[config.mk]
export PLATFORM = sky130hd
export DESIGN_NAME = bus_arbiter_flat
export DESIGN_NICKNAME = d
export VERILOG_FILES = /design/src/rtl/bus_arbiter_if.sv /design/src/rtl/bus_arbiter.sv /design/src/flat_wrapper.sv
export SDC_FILE = /design/constraint.sdc
export NUM_CORES = 1
export LEC_CHECK = 0
export CORE_AREA = 4 4 119 93
export CTS_BUF_LIST = sky130_fd_sc_hd__clkbuf_16
export DETAILED_ROUTE_END_ITERATION = 12
export DIE_AREA = 0 0 123 97
export GPL_TIMING_DRIVEN = 0
export PLACE_DENSITY = 0.77
export SETUP_SLACK_MARGIN = 0.4
export SLEW_MARGIN = 15
export SYNTH_ARGS = -nofsm -noshare
export SYNTH_HDL_FRONTEND = slang
export SYNTH_SLANG_ARGS = --single-unit
[constraint.sdc]
create_clock -name clk -period 7.05 [get_ports clk]
set_input_delay 1.41 -clock clk [delete_from_list [all_inputs] [get_ports clk]]
set_output_delay 1.41 -clock clk [all_outputs]
set_load 0.02 [all_outputs]
[src/rtl/bus_arbiter_if.sv]
// Handshake bundle between the requesters and the round-robin bus arbiter.
// The master side drives requests and done; the slave side (the arbiter) drives grants.
interface bus_arbiter_if;
  logic [9:0] req;
  logic       done;
  logic [9:0] grant;
  logic [9:0] bus_sel;
  logic [3:0] owner;
  logic       busy;
  logic       timeout;

  modport master (
    output req, done,
    input  grant, bus_sel, owner, busy, timeout
  );

  modport slave (
    input  req, done,
    output grant, bus_sel, owner, busy, timeout
  );
endinterface

[src/rtl/bus_arbiter.sv]
// Round-robin arbiter for the 10:1 datapath bus mux; drives mux selects directly.
// Optional ownership watchdog enabled by defining BUS_ARB_TIMEOUT_EN.
//
// state | meaning
// IDLE  | bus free, arbitrating among pending requests from ptr
// OWN   | one requester owns the bus until done, req drop or watchdog
// REL   | single dead cycle with all selects low before re-arbitrating
module bus_arbiter #(
  parameter int MAX_HOLD = 16,
  parameter int CW       = 5
) (
  input logic       clk,
  input logic       rst,
  bus_arbiter_if.slave bus
);

  typedef enum logic [1:0] {IDLE, OWN, REL} state_t;

  localparam logic [3:0] NO_OWNER = 4'd15;

  if ((2 ** CW) <= MAX_HOLD) begin : g_cw_check
    $error("bus_arbiter: CW too narrow for MAX_HOLD");
  end

  state_t     state;
  logic [3:0] ptr;
  logic [9:0] grant_r;
  logic [9:0] sel_r;
  logic [3:0] owner_r;
  logic       busy_r;
  logic       timeout_r;

  logic       win_vld;
  logic [3:0] win_idx;

  // Mux encoding: req0 on bit 8, req1..8 shifted down one, req9 stays on bit 9.
  function automatic logic [9:0] sel_of(input logic [3:0] idx);
    logic [9:0] s;
    s = '0;
    case (idx)
      4'd0:    s = 10'h100;
      4'd9:    s = 10'h200;
      default: s = 10'(1) << (idx - 4'd1);
    endcase
    return s;
  endfunction

  // Iterate from the farthest offset down so the closest set bit to ptr wins.
  always_comb begin
    int j;
    win_vld = 1'b0;
    win_idx = 4'd0;
    j = 0;
    for (int i = 9; i >= 0; i--) begin
      j = (int'(ptr) + i) % 10;
      if (bus.req[j]) begin
        win_vld = 1'b1;
        win_idx = 4'(j);
      end
    end
  end

`ifdef BUS_ARB_TIMEOUT_EN
  logic [CW-1:0] wdog;
  localparam logic [CW-1:0] WDOG_LIMIT = CW'(MAX_HOLD - 1);
`endif

  always_ff @(posedge clk) begin
    if (rst) begin
      state     <= IDLE;
      ptr       <= 4'd0;
      grant_r   <= '0;
      sel_r     <= '0;
      owner_r   <= NO_OWNER;
      busy_r    <= 1'b0;
      timeout_r <= 1'b0;
`ifdef BUS_ARB_TIMEOUT_EN
      wdog      <= '0;
`endif
    end else begin
      timeout_r <= 1'b0;
      case (state)
        IDLE: begin
          if (win_vld) begin
            state   <= OWN;
            grant_r <= 10'(1) << win_idx;
            sel_r   <= sel_of(win_idx);
            owner_r <= win_idx;
            busy_r  <= 1'b1;
`ifdef BUS_ARB_TIMEOUT_EN
            wdog    <= '0;
`endif
          end
        end
        OWN: begin
          if (bus.done || !bus.req[owner_r]) begin
            state   <= REL;
            ptr     <= (owner_r == 4'd9) ? 4'd0 : owner_r + 4'd1;
            grant_r <= '0;
            sel_r   <= '0;
            owner_r <= NO_OWNER;
            busy_r  <= 1'b0;
          end
`ifdef BUS_ARB_TIMEOUT_EN
          else if (wdog == WDOG_LIMIT) begin
            state     <= REL;
            ptr       <= (owner_r == 4'd9) ? 4'd0 : owner_r + 4'd1;
            grant_r   <= '0;
            sel_r     <= '0;
            owner_r   <= NO_OWNER;
            busy_r    <= 1'b0;
            timeout_r <= 1'b1;
          end else begin
            wdog <= wdog + 1'b1;
          end
`endif
        end
        REL: begin
          state <= IDLE;
        end
        default: begin
          state   <= IDLE;
          grant_r <= '0;
          sel_r   <= '0;
          owner_r <= NO_OWNER;
          busy_r  <= 1'b0;
        end
      endcase
    end
  end

  assign bus.grant   = grant_r;
  assign bus.bus_sel = sel_r;
  assign bus.owner   = owner_r;
  assign bus.busy    = busy_r;
  assign bus.timeout = timeout_r;

endmodule
[src/flat_wrapper.sv]
// flat-port wrapper written by rule: the top's interface ports become plain ports
module bus_arbiter_flat 
#(
  parameter int MAX_HOLD = 16,
  parameter int CW       = 5
)
  (clk, rst, bus_req, bus_done, bus_grant, bus_bus_sel, bus_owner, bus_busy, bus_timeout);
  bus_arbiter_if bus_i ();
  input logic clk;
  input logic rst;
  input wire logic [$bits(bus_i.req)-1:0] bus_req;
  input wire logic [$bits(bus_i.done)-1:0] bus_done;
  output wire logic [$bits(bus_i.grant)-1:0] bus_grant;
  output wire logic [$bits(bus_i.bus_sel)-1:0] bus_bus_sel;
  output wire logic [$bits(bus_i.owner)-1:0] bus_owner;
  output wire logic [$bits(bus_i.busy)-1:0] bus_busy;
  output wire logic [$bits(bus_i.timeout)-1:0] bus_timeout;
  assign bus_i.req = bus_req;
  assign bus_i.done = bus_done;
  assign bus_grant = bus_i.grant;
  assign bus_bus_sel = bus_i.bus_sel;
  assign bus_owner = bus_i.owner;
  assign bus_busy = bus_i.busy;
  assign bus_timeout = bus_i.timeout;
  bus_arbiter #(.MAX_HOLD(MAX_HOLD), .CW(CW)) u_core (.clk(clk), .rst(rst), .bus(bus_i));
endmodule
# Yosys cells after proc, flatten, opt, wreduce, memory -nomap -nowiden
# Index checks and enable logic that the tools add are counted.
# Widths: inputs -> output; s select.
# totals
register_bits	31
inputBits	13
output_inout_bits	26
# classes
add_sub_neg	11
div_mod_pow	10
n_lt_le_gt_ge	11
n_eq_ne	6
shifts	2
mux	68
bitwise_logic	1
reduce_logical	7
# ops
operator	count
$lt 32x6->1 const B	10
$mod 32x5->32 const B	9
$pmux 10 s3	2
$mux 4	13
$bmux 1 s4	11
$mux 1	33
$mod 5x5->32 const B	1
$mux 10	3
$add 4x3->5 const B	4
$pmux 10 s2	1
$shl 1x4->10 const A	2
$pmux 4 s3	1
$add 4x2->5 const B	2
$add 4x4->5 const B	2
$eq 4x4->1 const B	2
$add 4x1->5 const B	1
$lt 4x5->1 const B	1
$add 4x1->4 const B	1
$logic_not 4->1	1
$mux 2	2
$ne 2x1->1 const B	2
$pmux 2 s2	1
$reduce_and 2->1	2
$sub 4x1->4 const B	1
other kinds (8)	8

# Depth between registers and ports, before layout
# Gate-level depths: netlist of run 1.
# depth
ltp_word	20
mapped_depth	20
depth_no_buf	17

# Least setup slack after synthesis of run 1
# Ideal clock, no wire load.
# synth_path
kind	register to register
from	register u_core.ptr[1]
to	register u_core.sel_r[1], in the netlist u_core.bus.bus_sel[1]
setup_ps	117
arrival_time_ps	4852
setup_slack_ps	2082
path_stages_with_launch	20
cell_sequence	dfxtp_1 > buf_2 > inv_1 > clkbuf_1 > ha_1 > clkbuf_1 > clkbuf_1 > nand2_1 > ha_1 > or3b_2 > a21oi_1 > a21o_1 > xnor2_1 > a2111oi_4 > a211oi_2 > a21boi_1 > a2111oi_2 > a211oi_2 > nor2b_4 > a22o_1
# synth_via
elab_chain_len	20
# synth_rtl
element	line	rtl
start, declared	bus_arbiter.sv:26	logic [3:0] ptr;
start signal, assigned	bus_arbiter.sv:98	ptr <= (owner_r == 4'd9) ? 4'd0 : owner_r + 4'd1;
$add 4x4->5	bus_arbiter.sv:55	j = (int'(ptr) + i) % 10;
$mod 32x5->32	bus_arbiter.sv:55	
$bmux 1 s4	bus_arbiter.sv:56	if (bus.req[j]) begin
$mux 1 (implied by the code) (2 in a row)	bus_arbiter.sv:56	
$mux 4 (10 in a row)	bus_arbiter.sv:56	
$sub 4x1->4	bus_arbiter.sv:43	default: s = 10'(1) << (idx - 4'd1);
$shl 1x4->10	bus_arbiter.sv:43	
$pmux 10 s2	bus_arbiter.sv:40	case (idx)
$mux 10	bus_arbiter.sv:84	if (win_vld) begin
$pmux 10 s3	bus_arbiter.sv:82	case (state)
end signal, assigned	bus_arbiter.sv:87	sel_r <= sel_of(win_idx);
end, declared	bus_arbiter.sv:28	logic [9:0] sel_r;
# Several ways; a longest one is shown, not always the timed one. The select of a mux whose other input is x is not followed.
# A chain may end at the register's enable or synchronous reset.

# Worst setup path in the final report of run 1
# layout_path
from	register u_core.ptr[1]
to	register u_core.sel_r[5], in the netlist u_core.bus.bus_sel[5]
# The elaborated chain is that of the path after synthesis.

==> results of run 1 <==
path summary, 6_finish.rpt:
| check | to | slack (ns) | cells past startpoint |
|---|---|---|---|
| setup / recovery | u_core.bus.bus_sel[5]$_SDFFE_PP0P_ | 0.91 | 19 |
| hold / removal | u_core.bus.grant[8]$_SDFFE_PP0P_ | 0.45 | 1 |
| setup reg to reg | u_core.bus.bus_sel[5]$_SDFFE_PP0P_ | 0.91 | 19 |
| hold reg to reg | u_core.bus.grant[8]$_SDFFE_PP0P_ | 0.45 | 1 |
cell type report:
type | count | area [µm²]
plain buffers | 41 | 219
clock buffers | 5 | 125
clock inverters | 3 | 11.3
fillers | 891 | 3750
inverters | 22 | 83.8
multi-input cells | 597 | 4620
flip-flops and latches | 31 | 622
well taps | 136 | 170
repair buffers | 37 | 370
power by group through the flow:
stage / Sequential [mW] / Combinational (mW) / Clock (mW)
2_1_floorplan: 0.299 / 1.56 / 0
5_1_grt: 0.271 / 2.36 / 0.211
3_5_place_dp: 0.267 / 2.12 / 0
4_1_cts: 0.265 / 2.14 / 0.200
3_3_place_gp: 0.265 / 2.10 / 0
6_report: 0.267 / 2.20 / 0.196
worst max-delay path: stages (launching register included):
cell	delay [ns]
dfxtp_2	0.41
buf_2	0.23
inv_1	0.10
clkbuf_1	0.74
ha_1	0.59
nand2b_4	0.11
xnor2_1	0.33
nand2_1	0.10
ha_1	0.28
nor2b_1	0.28
nand2_1	0.08
mux4_2	0.53
o31ai_1	0.26
a211oi_1	0.10
o31ai_2	0.64
a311o_1	0.24
a2111oi_2	0.08
a211oi_2	0.50
nand2_1	0.21
o2bb2ai_1	0.22
registers in the layout (all words and copies together) (netlist names):
register / flops
u_core.state: 2
u_core.bus.bus_sel: 10
u_core.bus.busy: 1
u_core.bus.grant: 10
u_core.ptr: 4
u_core.bus.owner: 4
per-layer routing:
layer	vias to the layer above	share of wire	global-route usage
met2	394	0.43	0.461
met1	2878	0.43	0.455
met3	55	0.11	0.0830
met5	-	0	0
met4	0	0.025	0.0715
li1	2777	-	-
layout by cell type, fill, tap and decap left out, drive strengths merged, types with 15 or more instances in the layout:
cell type,instances
nand2,53
nor2,50
a21oi,41
clkdlybuf4s50,37
ha,33
dfxtp,31
o21ai,28
mux2i,27
buf,27
nand3,23
inv,21
xnor2,20
a211oi,19
clkbuf,19
nand2b,18
mux2,16
nor2b,15
cell families (layout without fill, tap and decap cells):
family | count (synthesis) | count (layout) | share of synthesized area
flops | 31 | 31 | 0.112
fa+ha+maj | 36 | 36 | 0.0799
xor+xnor | 25 | 25 | 0.0483
simple gates | 234 | 234 | 0.229
other cells | 1 | 1 | 0.000677
mux | 51 | 51 | 0.114
buf+inv | 63 | 108 | 0.0546
compound gates | 250 | 250 | 0.362
stage by stage:
stage | area, µm² | power (mW) | std cells | hold WS (ns) | worst slack, ns
3_5_place_dp | 6080 | 2.39 | 864 | 0.438 | 0.940
6_report | 6220 | 2.66 | 872 | 0.453 | 0.909
3_3_place_gp | 6080 | 2.36 | 864 | 0.436 | 0.986
4_1_cts | 6220 | 2.60 | 872 | 0.458 | 0.927
2_1_floorplan | 5540 | 1.86 | 691 | 0.496 | 2.08
5_1_grt | 6220 | 2.84 | 872 | 0.487 | 0.513
what timing repair did:
item / CTS / global route
setup endpoints to repair: 0 / 16
hold endpoints to repair: 0 / 0
gates resized for setup: 0 / 1
==> flow_summary.yaml, run 1 <==
yosys:
  synthCells: 691
  synth.area.top_cells: "dfxtp_1 (11%), ha_1 (7.4%), mux2i_1 (4.9%), nand2_1 (3.6%), nor2_1 (3.3%)"
  synth.yosys.seq_area_share: 0.112
  synth_top_area_cell: "dfxtp_1"
  ys_top_cells_by_count: "nand2_1 (53), nor2_1 (49), a21oi_1 (36)"
  ys_warn_count: 0
  synth-edff-count: 0
  avgSynthCellArea_um2: 8.02
  synth_ff_type: "dfxtp_1"
  yosysUniqueCellTypes: 108
  synth_nets: 737
  yosysMostFrequentCell: "nand2_1"
  ys_ff_latch: 31
  ys_async_sr_fraction: 0
  synth_top_area_frac: 0.112
  syn_area_um2: 5540
outcome:
  status: "completed"
die:
  core_um2: 9970
  die-area_um2: 11900
  start_util: 0.556
  die_x_um: 123
  rows: 32
  dieHeight_um: 97
  pin_count: 39
setup_path:
  crit_path_start_kind: "flip-flop"
  crit_start: "u_core.ptr[1]$_SDFFE_PP0P_"
  r2r-start: "u_core.ptr[1]$_SDFFE_PP0P_"
  critPathKind: "reg2reg"
  crit_fanout: 16
  arrival_ns: 6.34
  worst_setup_path_end_kind: "flip-flop"
  crit_required_ns: 7.25
detailed_routing:
  ant_nets: 0
  wl_per_cell_um: 21.8
  drc: 0
  vias: 6104
  drt_pass1_iterations: 6
  drt-initial-drc-count: 671
  drt_wl_total_um: 19000
  via_per_inst: 7.00
global_routing:
  grt_pass1_wl_um: 30200
  grt_max_degree: 17
  grt_pass1_vias: 5640
  grt_usage: 0.313
  overflow: 0
  antenna_found_initial: 0
cts:
  path_clk_slew_ns: 0.05
  cts_buffers: 5
  clockRootBuffer: "clkbuf_16"
  ctsHoldBuffers: 0
  post-cts-setup-buffer-count: 0
  cts_tree: "yes"
  clk_path_buf_depth: 2
  htreeDepth: 2
  cts.sinks: 31
  clock_latency_ns: 0.28
placed_design:
  dp_hpwl_um: 14900
  place_congestion: 0.985
  io_buffers: 37
cells_and_area:
  layout-drive-gt1-share: 0.159
  nets: 781
  finish.utilization: 0.624
  areaGrowthSynthToFinish_pct: 12.2
  n_antenna_cell: 0
worst_hold_path:
  worst_hold_path_type: "reg2reg"
  hold_start: "u_core.bus.grant[8]$_SDFFE_PP0P_"
power_and_ir_drop:
  pwr-share-seq: 0.100
  switching_share: 0.547
  p_sw_mw: 1.46
  leakage_nw: 2.44
  internal_power_mw: 1.21
  ir_drop_v: 0.000228
  power.share.clock: 0.074
  power_frac_comb: 0.826
  powerDensity_nw_per_um2: 428
sta:
  tightest_slew_ns: 0.980
  finClkSkew_ns: 0.00575
  rsz0062_at_grt: "no"
  period_share: 0.871
  setup_viol: 0
  slew_headroom: 0.347
  finalCriticalPeriod_ns: 6.14
  timing.fmax_mhz: 163
  fin_setup_tns_ns: 0
  finalHoldViolations: 0
  drv_slew: 0
flow_run:
  max-cap-violations: 0
Power figures use the tool's default switching activity.
==> run 2: changes to the inputs <==
--- a/config.mk
+++ b/config.mk
@@ -5,12 +5,12 @@
 export SDC_FILE = /design/constraint.sdc
 export NUM_CORES = 1
 export LEC_CHECK = 0
-export CORE_AREA = 4 4 119 93
+export CORE_AREA = 2 2 118 92
 export CTS_BUF_LIST = sky130_fd_sc_hd__clkbuf_16
 export DETAILED_ROUTE_END_ITERATION = 12
-export DIE_AREA = 0 0 123 97
+export DIE_AREA = 0 0 120 94
 export GPL_TIMING_DRIVEN = 0
-export PLACE_DENSITY = 0.77
+export PLACE_DENSITY = 0.75
 export SETUP_SLACK_MARGIN = 0.4
 export SLEW_MARGIN = 15
 export SYNTH_ARGS = -nofsm -noshare
==> constraint.sdc (replaced) <==
create_clock -name clk -period 7.2 [get_ports clk]
set_input_delay 1.44 -clock clk [delete_from_list [all_inputs] [get_ports clk]]
set_output_delay 1.44 -clock clk [all_outputs]
set_load 0.02 [all_outputs]
==> flow_summary.yaml, run 2 (synthesized netlist as in run 1, its figures left out) <==
worst_hold_path:
  hold_depth: 1
  worst_hold_path_type: "reg2reg"
detailed_routing:
  drt_wl_total_um: 18800
  vias: 5987
  drt-initial-drc-count: 717
  via_per_inst: 6.87
  ant_nets: 0
  wl_per_cell_um: 21.5
  drt_pass1_iterations: 5
  drc: 0
global_routing:
  grt_usage: 0.334
  overflow: 0
  grt_pass1_vias: 5474
  grt_max_degree: 17
  antenna_found_initial: 0
  grt_pass1_wl_um: 29800
placed_design:
  io_buffers: 37
  place_congestion: 0.993
  dp_hpwl_um: 14800
  pre_cts_slack_ns: 0.884
die:
  core_um2: 10000
  pin_count: 39
  dieHeight_um: 94
  start_util: 0.552
  rows: 32
  die_x_um: 120
  die-area_um2: 11300
setup_path:
  worst_setup_path_end_kind: "flip-flop"
  crit_required_ns: 7.39
  worst_r2r_path_depth: 19
  crit_fanout: 16
  critPathKind: "reg2reg"
  arrival_ns: 6.51
  rrSetupSlack_ns: 0.88
  crit_path_start_kind: "flip-flop"
sta:
  fin_setup_tns_ns: 0
  setup_ws_ns: 0.885
  finalCriticalPeriod_ns: 6.32
  finalHoldViolations: 0
  rsz0062_at_grt: "no"
  slew_headroom: 0.427
  period_share: 0.877
  setup_viol: 0
  finClkSkew_ns: 0.00148
  tightest_slew_ns: 0.857
  drv_slew: 0
  timing.fmax_mhz: 158
power_and_ir_drop:
  ir_drop_v: 0.000216
  leakage_nw: 2.44
  powerDensity_nw_per_um2: 417
flow_run:
  max-cap-violations: 0
cells_and_area:
  multi_input_area_um2: 4620
  layout-drive-gt1-share: 0.160
  final_common_cell: "nand2_1"
  final_cell_mix: "nand2_1 (53), nor2_1 (49), clkdlybuf4s50_1 (37)"
  seq_area_um2: 621
  filler_cell_count: 921
  areaGrowthSynthToFinish_pct: 12.3
  n_antenna_cell: 0
  nets: 781
cts:
  clockRootBuffer: "clkbuf_16"
  cts_buffers: 5
  clk_path_buf_depth: 2
  path_clk_slew_ns: 0.05
  clock_latency_ns: 0.27
  cts.sinks: 31
  post-cts-setup-buffer-count: 0
  htreeDepth: 2
  cts_tree: "yes"
  ctsHoldBuffers: 0
outcome:
  status: "completed"
[run 2: changes by cell type in the layout (fill, tap and decap cells not counted)]
cell	change
clkbuf_1	-1
dfxtp_1	+1
inv_1	-1
dfxtp_2	-1
clkinvlp_4	+1
clkbuf_2	+1
[run 2: where the power goes]
group	leakage, nW	total (mW)	switching (mW)	internal, mW
combinational	2.12	2.14	1.30	0.840
sequential	0.253	0.259	0.0423	0.216
clock	0.0649	0.196	0.0705	0.125
[run 2: path summary, 6_finish.rpt]
| check | from | end |
|---|---|---|
| hold reg to reg | u_core.bus.grant[5]$_SDFFE_PP0P_ | u_core.bus.grant[5]$_SDFFE_PP0P_ |
| setup / recovery | u_core.ptr[1]$_SDFFE_PP0P_ | u_core.bus.grant[7]$_SDFFE_PP0P_ |
| hold / removal | u_core.bus.grant[5]$_SDFFE_PP0P_ | u_core.bus.grant[5]$_SDFFE_PP0P_ |
| setup reg to reg | u_core.ptr[1]$_SDFFE_PP0P_ | u_core.bus.grant[7]$_SDFFE_PP0P_ |
[run 2: worst max-delay path, stage by stage, from the launching register on]
cell and delay (ns):
dfxtp_1 0.70, buf_2 0.32, inv_1 0.10, clkbuf_2 0.34, ha_1 0.39, clkbuf_1 0.29
clkbuf_1 0.43, nand2_1 0.11, ha_1 0.30, or3b_2 0.47, a21oi_1 0.32, a21o_1 0.23
xnor2_1 0.19, a2111oi_4 0.15, a211oi_2 0.55, a21boi_1 0.26, a2111oi_2 0.10, a211oi_2 0.53
nand2_1 0.23, o2bb2ai_1 0.21
[run 2: per-layer routing]
| metal | share of wire | global-route usage | vias to the layer above | routed length [µm] |
|---|---|---|---|---|
| li1 | - | - | 2771 | - |
| met1 | 0.43 | 0.469 | 2820 | 8160 |
| met2 | 0.44 | 0.517 | 342 | 8180 |
| met3 | 0.096 | 0.0619 | 54 | 1800 |
| met4 | 0.035 | 0.102 | 0 | 654 |
| met5 | 0 | 0 | - | 0 |
[run 2: area by class of cell]
| cell class | instances | area share |
|---|---|---|
| clock inverters | 3 | 0.00241 |
| well taps | 136 | 0.0273 |
| multi-input cells | 597 | 0.742 |
| flip-flops and latches | 31 | 0.0997 |
| repair buffers | 37 | 0.0595 |
| plain buffers | 41 | 0.0354 |
| inverters | 22 | 0.0135 |
| clock buffers | 5 | 0.0201 |
[run 2: metrics by stage]
step                      hold WS, ns  cells  area [µm²]  total power, mW  utilization
after floorplan                 0.496    691        5540             1.82            -
after global placement          0.434    864        6080             2.31        0.605
after detailed placement        0.449    864        6080             2.33        0.605
after CTS                       0.470    872        6220             2.54        0.619
after global routing            0.487    872        6220             2.77        0.619
final                           0.467    872        6220             2.59        0.619
[run 2: what timing repair did]
| item | CTS | global route |
|---|---|---|
| hold endpoints to repair | 0 | 0 |
| gates resized for setup | 0 | 3 |
| setup endpoints to repair | 0 | 20 |
